==> config.mk <==
export PLATFORM = sky130hd
export DESIGN_NAME = multichannel_demodulator
export DESIGN_NICKNAME = d
export VERILOG_FILES = /design/src/rtl/multichannel_demodulator.sv
export SDC_FILE = /design/constraint.sdc
export NUM_CORES = 1
export LEC_CHECK = 0
export CORE_UTILIZATION = 45
export DETAILED_ROUTE_END_ITERATION = 6
export PLACE_DENSITY_LB_ADDON = 0.2
export RECOVER_POWER = 50
export SYNTH_ARGS = -nofsm -noshare
export SYNTH_HDL_FRONTEND = slang
export SYNTH_SLANG_ARGS = --single-unit
==> constraint.sdc <==
create_clock -name clk -period 2.65 [get_ports clk]
set_input_delay 0.53 -clock clk [delete_from_list [all_inputs] [get_ports clk]]
set_output_delay 0.53 -clock clk [all_outputs]
set_load 0.02 [all_outputs]
==> src/rtl/multichannel_demodulator.sv <==
// Multi-channel pulse demodulator: each channel turns a trigger into a pulse of
// programmable width, optionally followed by a holdoff interval, with sticky miss flags.
module multichannel_demodulator #(
  parameter int CHANNELS = 4,
  parameter int CTR_BITS = 16
) (
  input  logic                  clk,
  input  logic                  n_reset,
  input  logic                  enable,
  input  logic [CHANNELS-1:0]   in,
  input  logic [CTR_BITS-1:0]   pulse_width,
  input  logic [CTR_BITS-1:0]   holdoff,
  input  logic                  edge_mode,
  input  logic                  retrigger,
  input  logic                  miss_clear,
  output logic [CHANNELS-1:0]   out,
  output logic [CHANNELS-1:0]   busy,
  output logic [CHANNELS-1:0]   miss,
  output logic [2*CHANNELS-1:0] state_dbg
);

  typedef enum logic [1:0] {
    ST_IDLE    = 2'd0,
    ST_PULSE   = 2'd1,
    ST_HOLDOFF = 2'd2
  } chan_state_t;

  logic [CHANNELS-1:0] in_q;
  logic [CHANNELS-1:0] trig;
  logic [CTR_BITS-1:0] pw_last;
  logic [CTR_BITS-1:0] ho_last;
  logic                pw_zero;
  logic                ho_zero;

  // in_q resets to all ones so a line already high at reset release is not an edge.
  always_ff @(posedge clk or negedge n_reset) begin
    if (!n_reset) begin
      in_q <= '1;
    end else begin
      in_q <= in;
    end
  end

  assign trig    = edge_mode ? (in & ~in_q) : in;
  assign pw_zero = (pulse_width == '0);
  assign ho_zero = (holdoff == '0);
  assign pw_last = pulse_width - 1'b1;
  assign ho_last = holdoff - 1'b1;

  for (genvar i = 0; i < CHANNELS; i++) begin : g_chan
    chan_state_t         state;
    logic [CTR_BITS-1:0] ctr;
    logic                miss_r;

    // miss_clear is applied first so a set in the same cycle overrides it.
    always_ff @(posedge clk or negedge n_reset) begin
      if (!n_reset) begin
        state  <= ST_IDLE;
        ctr    <= '0;
        miss_r <= 1'b0;
      end else begin
        if (miss_clear) begin
          miss_r <= 1'b0;
        end
        if (!enable) begin
          state <= ST_IDLE;
          ctr   <= '0;
        end else begin
          case (state)
            ST_IDLE: begin
              if (trig[i] && !pw_zero) begin
                state <= ST_PULSE;
                ctr   <= '0;
              end
            end
            ST_PULSE: begin
              if (trig[i] && retrigger) begin
                ctr <= '0;
              end else begin
                if (trig[i] && edge_mode) begin
                  miss_r <= 1'b1;
                end
                if (pw_zero || ctr >= pw_last) begin
                  ctr   <= '0;
                  state <= ho_zero ? ST_IDLE : ST_HOLDOFF;
                end else begin
                  ctr <= ctr + 1'b1;
                end
              end
            end
            ST_HOLDOFF: begin
              if (trig[i]) begin
                miss_r <= 1'b1;
              end
              // A holdoff shrunk to zero mid-interval ends the interval at once.
              if (ho_zero || ctr >= ho_last) begin
                state <= ST_IDLE;
                ctr   <= '0;
              end else begin
                ctr <= ctr + 1'b1;
              end
            end
            default: begin
              state <= ST_IDLE;
              ctr   <= '0;
            end
          endcase
        end
      end
    end

    assign out[i]            = (state == ST_PULSE);
    assign busy[i]           = (state != ST_IDLE);
    assign miss[i]           = miss_r;
    assign state_dbg[2*i +: 2] = state;
  end

endmodule

Word level (Yosys, flattened, before mapping)
Index checks and enable logic that the tools add are counted.
- register bits: 80
- bits of input ports: 42
- logic and storage cells: 162
- add/sub/neg operators: 6
- $lt $le $gt $ge: 8
- equality and inequality tests: 24
- multiplexer cells: 74
- bitwise logic cells: 2
- reductions and logical operators: 35
- operators by type and width (kind ; number):
    $mux W16 ; 20
    $pmux W16 S3 ; 4
    $ge A16 B16 Y1 ; 8
    $add A16 B1 Y16 const B ; 4
    $mux W2 ; 21
    $ne A3 B3 Y1 const B ; 12
    $logic_not A16 Y1 ; 2
    $sub A16 B1 Y16 const B ; 2
    $pmux W2 S3 ; 4
    $mux W1 ; 20
    $reduce_and A4 Y1 ; 4
    $logic_and A1 B1 Y1 ; 12
    $ne A3 B2 Y1 const B ; 4
    $eq A2 B1 Y1 const B ; 4
    $eq A2 B2 Y1 const B ; 4
    $logic_not A2 Y1 ; 4
    $logic_or A1 B1 Y1 ; 8
    $pmux W1 S2 ; 4
    $reduce_bool A2 Y1 ; 4
    $and A4 B4 Y4 ; 1
    $mux W4 ; 1
    $not A4 Y4 ; 1
    $logic_not A1 Y1 ; 1

Depth between registers and ports, before layout
Gate-level depths: netlist of the first run.
- word-level depth: 8
- depth in mapped cells: 15
- gate-level depth less buffers: 14

Least setup slack after synthesis of the first run
No wires, ideal clock.
- path type: input -> register
- start point: in pulse_width[7]
- end point: reg g_chan[1].ctr[15]
- arrival: 4.143 ns
- data required time: 2.567 ns
- slack: -1.576 ns
- stages on the path: 14
- cells stage by stage: nor4_1 nand3_2 or4_1 xor2_1 ha_1 a21o_1 a21o_1 a221o_1 a311oi_1 o21ai_1 nor3_1 o21ai_1 clkbuf_1 o21ai_0
- longest elaborated chain between the ends: 7
- elaborated cells on any way between the ends: 11
- those cells by class: add/sub (1); order compare (1); eq/ne (1); mux (4); reduce/logical (4)
- RTL lines (what ; RTL line ; RTL):
    start: declaration ; 11 ; input logic [CTR_BITS-1:0] pulse_width,
    $sub A16 B1 Y16 ; 47 ; assign pw_last = pulse_width - 1'b1;
    $ge A16 B16 Y1 ; 83 ; if (pw_zero || ctr >= pw_last) begin
    $logic_or A1 B1 Y1 ; 83 ;
    $mux W16 ; 83 ;
    $mux W16 ; 77 ; if (trig[i] && retrigger) begin
    $pmux W16 S3 ; 69 ; case (state)
    $mux W16 ; 65 ; if (!enable) begin
    end signal: assignment ; 87 ; ctr <= ctr + 1'b1;
    end signal: assignment ; 100 ; ctr <= ctr + 1'b1;
    end: declaration ; 52 ; logic [CTR_BITS-1:0] ctr;
Several ways; a longest one is shown, not always the timed one.
A chain may end at the register's enable or synchronous reset.

Worst setup path after layout of the first run
- start point: in pulse_width[3]
- end point: reg g_chan[0].ctr[2]
- longest elaborated chain between the ends: 7
- elaborated cells on any way between the ends: 11
- those cells by class: add/sub (1); order compare (1); eq/ne (1); mux (4); reduce/logical (4)
- RTL lines (what ; RTL line):
    $sub A16 B1 Y16 ; 47
    $ge A16 B16 Y1 ; 83
    $logic_or A1 B1 Y1 ; 83
    $mux W16 ; 83
    $mux W16 ; 77
    $pmux W16 S3 ; 69
    $mux W16 ; 65
    end signal: assignment ; 87
    end signal: assignment ; 100
    end: declaration ; 52
Several ways; a longest one is shown, not always the timed one.

==> summary.txt, run 1 <==
STA
  – Worst Setup Slack, final: -1.117 ns
  – Slew Limit Fails: 38
  – Relative slew margins: -39.59%
  – Clock skew: 0.006003 ns
  – Hold Fails Final Rpt: 0
  – Final worst-path cycle share: 142.2%
  – F_max: ~0.27 GHz
  – RSZ-0062 raised after global routing: yes
  – Slew @ Worst Pin: 2.094 ns
  – Post-layout min period: 3.767 ns
  – Count of endpoints failing setup in the final report: between 70 and 80

Global routing
  – Gr ovfl total: 0
  – Initial antenna violation count: 0
  – Largest net degree at the start of global routing: 45
  – Vias in the first global route: a little over 9000
  – First-pass GRT wire length: ~51 mm
  – GRT Overall Usage: 33.74%

Setup path
  – Slowest CP cell: or4_4
  – Crit path capture type: register
  – CP required: 2.92 ns
  – Worst path top cell family by delay: simple AND/OR/NAND/NOR gates
  – Bufs and invs on worst path: 6
  – CP Class: in -> reg
  – Worst Path Arrival: slightly above 4 ns
  – Worst-case reg-to-reg path depth: 11
  – Worst path max stage delay: 0.46 ns
  – Worst path depth: 18
  – Startpoint types: primary input
  – CP cell instances: buf_8 > nor4_4 > buf_4 > nand3_2 > or4_4 > xor2_4 > buf_4 > buf_6 > buf_6 > ha_4 > and4_1 > a21oi_1 > nand2_1 > a311o_1 > nor3_4 > buf_12 > o21ai_4 > o211ai_1
  – CP max FO: 9

Final layout
  – Share of cells above drive strength 1: 38.42%
  – Final Net Count: around 1500
  – Synthesis-to-layout area growth: 60.48%
  – Non-filler cells, final: between 1500 and 2000
  – Post-layout util: 74.63%

Power and ir drop
  – LEAKAGE: 6.039 nW
  – Power per standard cell area: 472.8 nW/µm²
  – Maximum vdd drop: ~0.00069 V

Die
  – Chip height: 139.2 µm
  – Placeable core area: 18210 µm²
  – Chip Width: around 140 µm
  – # rows: between 40 and 50
  – Die footprint: 19370 µm²
  – Io pins: 62
  – Initial core utilization: 46.51%

Drt
  – WL per Instance: 22.56 µm
  – Routed via count: around 10000
  – Drt first-iter violations: a little over 700
  – Final wirelength: 35.37 mm
  – Post-route DRC violation count: 6
  – Vias per cell: between 6 and 7
  – Pre-antenna DRT Iters: 7
  – Final ANT Viol Nets: 0

Yosys
  – Synthesized area per cell: 8.327 µm²
  – Syn Nets: 1202
  – Synth Warn #: 0
  – Synth area leaders: dfrtp_1, ha_1, nand2_1, nor2_1, nand3_1
  – Post-synth ARST share: 100.0%
  – Top FF cell, synth: dfrtp_1
  – Commonest cells post-synth: ha_1, nand2_1, dfrtp_1
  – Synth unique cells: 73
  – EDFF count, synth: 0
  – Most frequent cell after synthesis: ha_1
  – Post-synth top area cell: dfrtp_1
  – #FFs+latches synth: 80
  – Post-Syn Instances: 1017
  – Sequential fraction of the synthesis area: 23.70%
  – Mapped Area: 8468 µm²
  – Share of the synthesized area in the top cell type: about 22%

Run
  – Max-cap viol count: 1

CTS
  – CTS Buf Count: 9
  – Clock Pin Slew Worst Setup and Hold Paths: 0.06 ns
  – Clock Path Buffers: 2
  – CTS tree: done
  – Worst skew pair latency: 0.36 ns
  – H-tree depth: 3
  – Clock root buffer: clkbuf_16
  – Clock sinks: 80

Placement
  – DP Cell Count: 1488
  – Port bufs: 61
  – Post-DP HPWL: 22.64 mm
  – Gpl congestion: 0.9364

Hold path
  – Min-Delay Path Class: reg -> reg
  – Hold depth: 1

Outcome
  – Failing checks: DRC, capacitance limit, slew limit, setup timing
  – Status: complete, but fails checks
==> metal layers <==
layer	share of wire [%]	wire length, µm	GRT usage (%)
met3	7.1	2500	5.076
met5	0	0	0
met4	6.7	2385	17.54
met1	40	14230	42.86
met2	46	16250	55.53
==> layout make-up <==
class | instances | area [µm²]
Multi-Input combinational cell | 863 | 7864
Inverter | 44 | 170.2
Tap cell | 229 | 286.5
Sequential cell | 80 | 2007
Clock inverter | 5 | 56.30
Fill cell | 1171 | 4619
Antenna cell | 1 | 2.502
Timing Repair Buffer | 335 | 2960
Clock buffer | 11 | 242.7
==> worst register-to-register path: stages, from the launching register on <==
cell	delay, ns
dfrtp_1	0.42
ha_1	0.33
a21o_1	0.19
a21o_1	0.18
a2111oi_4	0.35
o21ai_2	0.11
a211o_4	0.39
buf_6	0.13
buf_12	0.13
o41ai_4	0.35
a41oi_2	0.06
o22ai_1	0.18
==> flip-flops by register name (all words and copies together), names as in the netlist <==
signal         cells
in_q               4
g_chan.state       8
g_chan.miss_r      4
g_chan.ctr        64
==> power by group <==
part | switching [W] | internal, W | leakage [nW]
Clock | 0.000558 | 0.000755 | 0.146
Sequential | 0.0000648 | 0.00129 | 1.10
Combinational | 0.00198 | 0.00178 | 4.80
Total | 0.00260 | 0.00383 | 6.04
==> per-stage QoR <==
| step | TNS (ns) | power [W] | area, µm² | setup slack, ns | hold WS [ns] |
|---|---|---|---|---|---|
| after global placement | -113.05 | 0.004046 | 11210 | -1.676 | 0.5083 |
| final | -70.11 | 0.006425 | 13590 | -1.117 | 0.5323 |
| after global routing | -82.71 | 0.006701 | 13590 | -1.253 | 0.5580 |
| after detailed placement | -118.57 | 0.004072 | 11210 | -1.743 | 0.5225 |
| after CTS | -56.97 | 0.005985 | 12880 | -0.9126 | 0.1599 |
| after floorplan | -71.06 | 0.002825 | 8755 | -1.256 | 0.2344 |
==> path summary, 6_finish.rpt <==
check,startpoint,endpoint,slack (ns)
max in group asynchronous,n_reset,g_chan[3].ctr[11]$_DFFE_PN0P_,0.29
min,g_chan[0].ctr[0]$_DFFE_PN0P_,g_chan[0].ctr[0]$_DFFE_PN0P_,0.53
min reg2reg,g_chan[0].ctr[0]$_DFFE_PN0P_,g_chan[0].ctr[0]$_DFFE_PN0P_,0.53
max,pulse_width[3],g_chan[0].ctr[2]$_DFFE_PN0P_,-1.12
max reg2reg,g_chan[1].ctr[5]$_DFFE_PN0P_,g_chan[1].ctr[10]$_DFFE_PN0P_,-0.25
min in group asynchronous,n_reset,g_chan[2].ctr[3]$_DFFE_PN0P_,0.77
==> timing repair <==
action	4_1_cts	5_1_grt
hold buffers	0	0
pin swaps	106	68
setup buffers	42	22
resized for setup	256	101
endpoints found under the setup margin	72	72
cloned	4	1
==> layout by cell type, fill, tap and decap left out, types with 11 or more instances in the layout <==
cell type and count:
nand3_1 46, o31ai_4 12, o221ai_2 11, buf_12 15, nor2b_1 19, o21a_1 11, a21oi_1 26, o21ai_1 14
nor3_1 24, o21ai_0 21, nand2b_1 15, nand2_1 108, dfrtp_1 76, and2_1 18, inv_1 42, buf_4 226
a21o_1 18, a22o_1 12, buf_6 31, ha_1 123, nor2_1 62, o211ai_1 22, clkdlybuf4s50_1 30, and3_1 17
ha_4 17, a21oi_2 13
==> logic make-up after synthesis <==
logic type / share of synthesized area, %
simple gates: 24.56
buf+inv: 3.561
mux: 0.4728
xor+xnor: 3.310
compound gates: 23.27
fa+ha+maj: 21.13
flops: 23.70
No activity file was read; power rests on OpenSTA's default activity.
==> run 2: changes to the inputs <==
--- a/config.mk
+++ b/config.mk
@@ -6,6 +6,7 @@
 export NUM_CORES = 1
 export LEC_CHECK = 0
 export CORE_UTILIZATION = 45
+export CTS_BUF_LIST = sky130_fd_sc_hd__clkbuf_16
 export DETAILED_ROUTE_END_ITERATION = 6
 export PLACE_DENSITY_LB_ADDON = 0.2
 export RECOVER_POWER = 50
==> constraint.sdc (replaced) <==
create_clock -name clk -period 4.7 [get_ports clk]
set_input_delay 0.94 -clock clk [delete_from_list [all_inputs] [get_ports clk]]
set_output_delay 0.94 -clock clk [all_outputs]
set_load 0.02 [all_outputs]
==> run 2 against run 1 <==
The run ends with DRC, capacitance limit, slew limit left. Clock power down 45%. Sequential share of layout area grew 4.7 points. Total power fell by 56%. Clock skew is 0.0028 ns higher. Core utilization decreased by 18 points. Global-route usage is 5.7 points lower. Design area shrank 24%. First-iteration DRC count down 18%. Via count shrank 15%. Non-clock buffer count is 178 lower. Highest routed layer unchanged.
==> summary.txt, run 2 (same netlist as run 1, synthesis figures left out) <==
Outcome
  – Status: complete, but fails checks
  – Failing checks: DRC, capacitance limit, slew limit

Global routing
  – Largest net degree at the start of global routing: 51 (+13%)
  – Initial antenna violation count: 0 (unchanged)
  – GRT Overall Usage: 28.08% (-5.7 points)
  – First-pass GRT wire length: 42.57 mm (-16%)
  – Vias in the first global route: 8021 (-14%)
  – Gr ovfl total: 0 (unchanged)

Run
  – Max-cap viol count: 1 (unchanged)

Setup path
  – Setup crit end: g_chan[1].ctr[7]$_DFFE_PN0P_
  – Crit path capture type: register
  – Worst path depth: 14 (-4)
  – CP max FO: 11 (+2)
  – Worst-case reg-to-reg path depth: 10 (-1)
  – Worst path max stage delay: 0.53 ns (+0.07 ns)
  – R2r setup slk: 1.66 ns (+1.91 ns)
  – Critical R2R Capture: g_chan[1].ctr[7]$_DFFE_PN0P_
  – Crit path launch: holdoff[2]
  – CP required: 4.96 ns (+2.04 ns)
  – CP cell instances: clkdlybuf4s50_1 > nor4_1 > buf_4 > nand2_1 > xor2_1 > ha_1 > a21o_1 > a2111oi_0 > o21ai_0 > a211o_1 > buf_12 > o41ai_1 > o21ai_0 > o31ai_1
  – Slowest CP cell: xor2_1
  – Worst path top cell family by delay: compound AO/OA/AOI/OAI gates
  – Bufs and invs on worst path: 3 (-3)
  – Startpoint types: primary input
  – Reg2reg start: g_chan[1].ctr[5]$_DFFE_PN0P_
  – Most used cell, CP: o21ai_0
  – CP Class: in -> reg
  – Worst Path Arrival: 4.79 ns (+0.75 ns)

Power and ir drop
  – Flop pwr share: 27.3% (+6.3 points)
  – Sw power: 0.001120 W (-57%)
  – Int Power: 0.001681 W (-56%)
  – Sw Share: 39.99% (-0.48 points)
  – Maximum vdd drop: 0.0002322 V (-66%)
  – Clk pwr share: 25.7% (+5.3 points)
  – Total power: 0.002801 W (-56%)
  – LEAKAGE: 4.721 nW (-22%)
  – Power per standard cell area: 271.5 nW/µm² (-43%)
  – Combinational cell fraction of total power: 47.1% (-11 points)

Drt
  – Drt first-iter violations: 588 (-18%)
  – Final ANT Viol Nets: 0 (unchanged)
  – Post-route DRC violation count: 1 (-5)
  – Vias per cell: 6.190 (-3.4%)
  – Final wirelength: 26.98 mm (-24%)
  – Routed via count: 8586 (-15%)
  – WL per Instance: 19.45 µm (-14%)
  – Pre-antenna DRT Iters: 7 (unchanged)

Hold path
  – Hold path startpoint: g_chan[3].ctr[0]$_DFFE_PN0P_
  – Min-Delay Path Class: reg -> reg

STA
  – Relative slew margins: -92.85% (-53 points)
  – Slew @ Worst Pin: 2.893 ns (+0.7990 ns)
  – Hold WS: 0.5588 ns (+0.02648 ns)
  – F_max: 0.2208 GHz
  – Slew Limit Fails: 51 (+34%)
  – Post-layout min period: 4.529 ns
  – Hold Fails Final Rpt: 0 (unchanged)
  – Count of endpoints failing setup in the final report: 0 (-100%)
  – Final worst-path cycle share: a little over nine tenths
  – Clock skew: 0.008807 ns (+0.002804 ns)

CTS
  – H-tree depth: 3 (unchanged)
  – Clock sinks: 80 (unchanged)
  – CTS tree: done
  – Worst skew pair latency: 0.36 ns (about the same)
  – Clock Pin Slew Worst Setup and Hold Paths: 0.06 ns (about the same)
  – CTS Buf Count: 9 (unchanged)
  – Clock Path Buffers: 2 (unchanged)
  – Setup Buffers After CTS: 0 (-100%)
  – Clock root buffer: clkbuf_16

Placement
  – Post-DP HPWL: 20.51 mm (-9.4%)
  – Gpl congestion: 0.9146 (-2.3%)
  – Port bufs: 61 (unchanged)
  – DP Cell Count: 1371 (-7.9%)

Final layout
  – Seq. cell area: 2007 µm² (unchanged)
  – Diodes inserted: 0 (-1)
  – Multi-input logic area: 6235 µm² (-21%)
  – Share of cells above drive strength 1: 12.69% (-26 points)
  – Commonest non-fill, non-tap cell in the layout: ha_1
  – Non-filler cells, final: 1387 (-12%)
  – Biggest register: g_chan.ctr
  – Final Net Count: 1338 (-12%)
  – Synthesis-to-layout area growth: 21.84%
  – Max reg flops: 64 (unchanged)
  – Post-layout util: 56.66% (-18 points)
  – Largest registers: g_chan.ctr: 64 flops, g_chan.state: 8 flops
  – Most frequent cells in the layout: ha_1, nand2_1, buf_4
  – Filler instances: 1663 (+42%)

Die
  – Placeable core area: 18210 µm² (unchanged)
  – Die footprint: 19370 µm² (unchanged)
  – Io pins: 62 (unchanged)
  – # rows: 49 (unchanged)
  – Initial core utilization: 46.51% (unchanged)
  – Chip height: 139.2 µm (unchanged)
  – Chip Width: 139.2 µm (unchanged)
run 2: layout make-up:
class	count	area share, %
Clock buffer	9	2.183
Clock inverter	7	0.6185
Inverter	44	1.601
Multi-Input combinational cell	861	60.43
Sequential cell	80	19.45
Tap cell	229	2.777
Timing Repair Buffer	157	12.94
run 2: repair_timing:
action | CTS | global route
endpoints found under the setup margin | 0 | 48
resized for setup | 0 | 11
hold buffers | 0 | 0
run 2: worst min path at each step:
stage	cells after the start	slack, ns	to
after CTS	1	0.56	g_chan[3].ctr[0]$_DFFE_PN0P_
final	1	0.56	g_chan[3].ctr[0]$_DFFE_PN0P_
after detailed placement	1	0.55	g_chan[3].ctr[0]$_DFFE_PN0P_
after global routing	1	0.56	g_chan[3].ctr[0]$_DFFE_PN0P_
after global placement	1	0.53	g_chan[3].ctr[0]$_DFFE_PN0P_
after floorplan	1	0.50	g_chan[0].ctr[0]$_DFFE_PN0P_
run 2: power groups by stage:
stage / registers, W / clock network [W] / logic, W
2_1_floorplan: 0.000797 / 0 / 0.000720
4_1_cts: 0.000764 / 0.000728 / 0.00130
3_5_place_dp: 0.000776 / 0 / 0.00129
3_3_place_gp: 0.000774 / 0 / 0.00128
6_report: 0.000764 / 0.000719 / 0.00132
5_1_grt: 0.000769 / 0.000752 / 0.00144
run 2: stage by stage:
| step | worst slack [ns] | instance area (µm²) | setup TNS [ns] |
|---|---|---|---|
| 4_1_cts | 0.06307 | 10250 | 0 |
| 6_report | 0.1707 | 10320 | 0 |
| 5_1_grt | -0.002495 | 10320 | -0.002495 |
| 3_5_place_dp | -0.3025 | 9966 | -9.732 |
| 2_1_floorplan | 0.06432 | 8468 | 0 |
| 3_3_place_gp | -0.2293 | 9966 | -6.302 |
run 2: layer usage:
layer,global-route usage [%],share of wire (%),up-vias
met4,9.064,2.7,0
met3,4.075,5.4,46
li1,-,-,4131
met5,0,0,-
met1,37.55,45,4140
met2,46.49,47,269
run 2: worst register-to-register path: stages, from the launching register on:
cell       delay [ns]
dfrtp_1          0.47
ha_1             0.34
a21o_1           0.19
a21o_1           0.17
a2111oi_0        0.45
o21ai_0          0.22
a211o_1          0.37
buf_12           0.17
o41ai_1          0.36
o21ai_0          0.13
o31ai_1          0.08
==> run 3: changes to the inputs <==
--- a/config.mk
+++ b/config.mk
@@ -5,11 +5,13 @@
 export SDC_FILE = /design/constraint.sdc
 export NUM_CORES = 1
 export LEC_CHECK = 0
+export ABC_CLOCK_PERIOD_IN_PS = 4700
 export CORE_UTILIZATION = 45
 export CTS_BUF_LIST = sky130_fd_sc_hd__clkbuf_16
 export DETAILED_ROUTE_END_ITERATION = 6
-export PLACE_DENSITY_LB_ADDON = 0.2
+export PLACE_DENSITY = 0.74
 export RECOVER_POWER = 50
+export REMOVE_ABC_BUFFERS = 1
 export SYNTH_ARGS = -nofsm -noshare
 export SYNTH_HDL_FRONTEND = slang
 export SYNTH_SLANG_ARGS = --single-unit
==> run 3 against run 2 <==
The flow still finishes with violations (DRC, capacitance limit, slew limit). Core utilization up 0.20 points. Sequential power about the same. Clock power up 3.8%. Critical path depth up 2. Sequential cell count unchanged.
==> summary.txt, run 3 (same netlist as run 1, synthesis figures left out) <==
Outcome
  – Status: complete, but fails checks
  – Failing checks: DRC, capacitance limit, slew limit

STA
  – Slew @ Worst Pin: 3.340 ns (+0.4472 ns)
  – Hold Fails Final Rpt: 0 (unchanged)
  – Relative slew margins: -122.7% (-30 points)
  – Post-layout min period: 4.570 ns (+0.04039 ns)
  – Clock skew: 0.005977 ns (-0.002830 ns)
  – Final worst-path cycle share: 97.23% (+0.86 points)
  – Fin Setup TNS: 0 ns (unchanged)
  – Slew Limit Fails: 58 (+14%)
  – Worst Setup Slack, final: 0.1303 ns (-0.04039 ns)
  – Count of endpoints failing setup in the final report: 0 (unchanged)
  – F_max: 0.2188 GHz (-0.88%)

Final layout
  – Synthesis-to-layout area growth: 22.27%
  – Share of cells above drive strength 1: 12.71% (+0.020 points)
  – Seq. cell area: 2007 µm² (unchanged)
  – Biggest register: g_chan.ctr
  – Diodes inserted: 0 (unchanged)
  – Final Net Count: 1344 (+0.45%)
  – Filler instances: 1618 (-2.7%)
  – Largest registers: g_chan.ctr: 64 flops, g_chan.state: 8 flops
  – Most frequent cells in the layout: ha_1, nand2_1, buf_4
  – Commonest non-fill, non-tap cell in the layout: ha_1
  – Max reg flops: 64 (unchanged)
  – Multi-input logic area: 6203 µm² (-0.50%)

Drt
  – Final wirelength: 26.54 mm (-1.6%)
  – Routed via count: 8673 (+1.0%)
  – WL per Instance: 19.05 µm (-2.0%)
  – Vias per cell: 6.226 (+0.58%)
  – Post-route DRC violation count: 3 (+2)
  – Pre-antenna DRT Iters: 7 (unchanged)
  – Drt first-iter violations: 662 (+13%)
  – Final ANT Viol Nets: 0 (unchanged)

Global routing
  – Gr ovfl total: 0 (unchanged)
  – GRT Overall Usage: 27.65% (-0.43 points)
  – Vias in the first global route: 8301 (+3.5%)
  – Largest net degree at the start of global routing: 58 (+14%)
  – Initial antenna violation count: 0 (unchanged)
  – First-pass GRT wire length: 42.28 mm (-0.68%)

Run
  – Max-cap viol count: 1 (unchanged)

CTS
  – Hold-fix buffers, CTS: 0 (unchanged)
  – Worst skew pair latency: 0.36 ns (about the same)
  – CTS tree: done
  – Clock Path Buffers: 2 (unchanged)
  – Clock root buffer: clkbuf_16
  – CTS Buf Count: 9 (unchanged)
  – H-tree depth: 3 (unchanged)
  – Clock sinks: 80 (unchanged)
  – Clock Pin Slew Worst Setup and Hold Paths: 0.07 ns (about the same)

Die
  – Placeable core area: 18210 µm² (unchanged)
  – # rows: 49 (unchanged)
  – Chip Width: 139.2 µm (unchanged)
  – Io pins: 62 (unchanged)
  – Die footprint: 19370 µm² (unchanged)
  – Initial core utilization: 46.51% (unchanged)
  – Chip height: 139.2 µm (unchanged)

Placement
  – Post-DP HPWL: 20.97 mm (+2.2%)
  – Port bufs: 61 (unchanged)
  – Pre-CTS setup slack: -0.2160 ns (+0.08654 ns)
  – Gpl congestion: 0.9926 (+8.5%)

Hold path
  – Min-Delay Path Class: reg -> reg
  – Hold depth: 1 (unchanged)

Power and ir drop
  – Power per standard cell area: 273.7 nW/µm² (+0.81%)
  – LEAKAGE: 4.739 nW (+0.37%)
  – Maximum vdd drop: 0.0002623 V (+13%)

Setup path
  – CP required: 4.95 ns (about the same)
  – Crit path capture type: register
  – Worst-case reg-to-reg path depth: 10 (unchanged)
  – Worst Path Arrival: 4.82 ns (+0.03 ns)
  – Startpoint types: primary input
  – CP Class: in -> reg
  – CP max FO: 6 (-5)
## run 3: cell count changes in the layout (fill, tap and decap cells not counted), sizes merged
| cell | previous run | this run |
|---|---|---|
| dlygate4sd3 | 9 | 6 |
| buf | 95 | 100 |
| clkdlybuf4s50 | 51 | 54 |
| clkinv | 3 | 2 |
| clkinvlp | 2 | 1 |
| inv | 45 | 47 |
| clkbuf | 11 | 12 |
## run 3: what timing repair did
| action | 4_1_cts | 5_1_grt |
|---|---|---|
| buffers inserted | 0 | 1 |
| setup endpoints to repair | 0 | 36 |
| gates resized for setup | 0 | 7 |
## run 3: stage by stage
stage                     instances  total power [W]  utilization (%)  cell area [µm²]  hold slack, ns
after global routing           1393         0.002984            56.86            10350          0.5882
after CTS                      1392         0.002822            56.67            10320          0.5583
after detailed placement       1376         0.002074            55.01            10020          0.5485
final                          1393         0.002834            56.86            10350          0.5613
after global placement         1376         0.002053            55.01            10020          0.5362
after floorplan                 985         0.001488                -             8332          0.5018
## run 3: layout make-up
type | count | area share [%]
clock buffer | 9 | 2.175
multi-input combinational | 861 | 59.92
tap | 229 | 2.767
inverter | 44 | 1.595
sequential | 80 | 19.38
timing repair buffer | 163 | 13.41
clock inverter | 7 | 0.7492
## run 3: final timing paths
path	startpoint	to	slack (ns)
worst max-delay path	pulse_width[7]	g_chan[1].ctr[6]$_DFFE_PN0P_	0.13
worst min-delay path	g_chan[0].ctr[0]$_DFFE_PN0P_	g_chan[0].ctr[0]$_DFFE_PN0P_	0.56
worst min register to register	g_chan[0].ctr[0]$_DFFE_PN0P_	g_chan[0].ctr[0]$_DFFE_PN0P_	0.56
worst max register to register	g_chan[1].ctr[5]$_DFFE_PN0P_	g_chan[1].ctr[11]$_DFFE_PN0P_	1.66
max in group asynchronous	n_reset	g_chan[1].ctr[11]$_DFFE_PN0P_	0.96
min in group asynchronous	n_reset	g_chan[0].ctr[0]$_DFFE_PN0P_	1.70
## run 3: layer usage
layer / GRT usage (%) / up-vias / wire length [µm]
met5: 0 / - / 0
li1: - / 4154 / -
met1: 34.79 / 4122 / 11200
met2: 47.13 / 332 / 12500
met3: 4.489 / 65 / 1904
met4: 11.11 / 0 / 942
## run 3: critical path, stage by stage
cell             delay, ns
clkdlybuf4s50_1       0.45
nor4_2                0.29
buf_4                 0.19
nand3_2               0.09
or4_1                 0.46
xor2_2                0.25
ha_1                  0.28
a21o_1                0.17
a21o_1                0.17
a221o_1               0.29
a311oi_1              0.24
o21ai_1               0.16
nor3_2                0.25
o21ai_1               0.13
buf_4                 0.20
o31ai_1               0.25
## run 3: where the power goes
part	switching, W	internal [W]
combinational	0.000770	0.000554
clock	0.000328	0.000418
sequential	0.0000378	0.000725
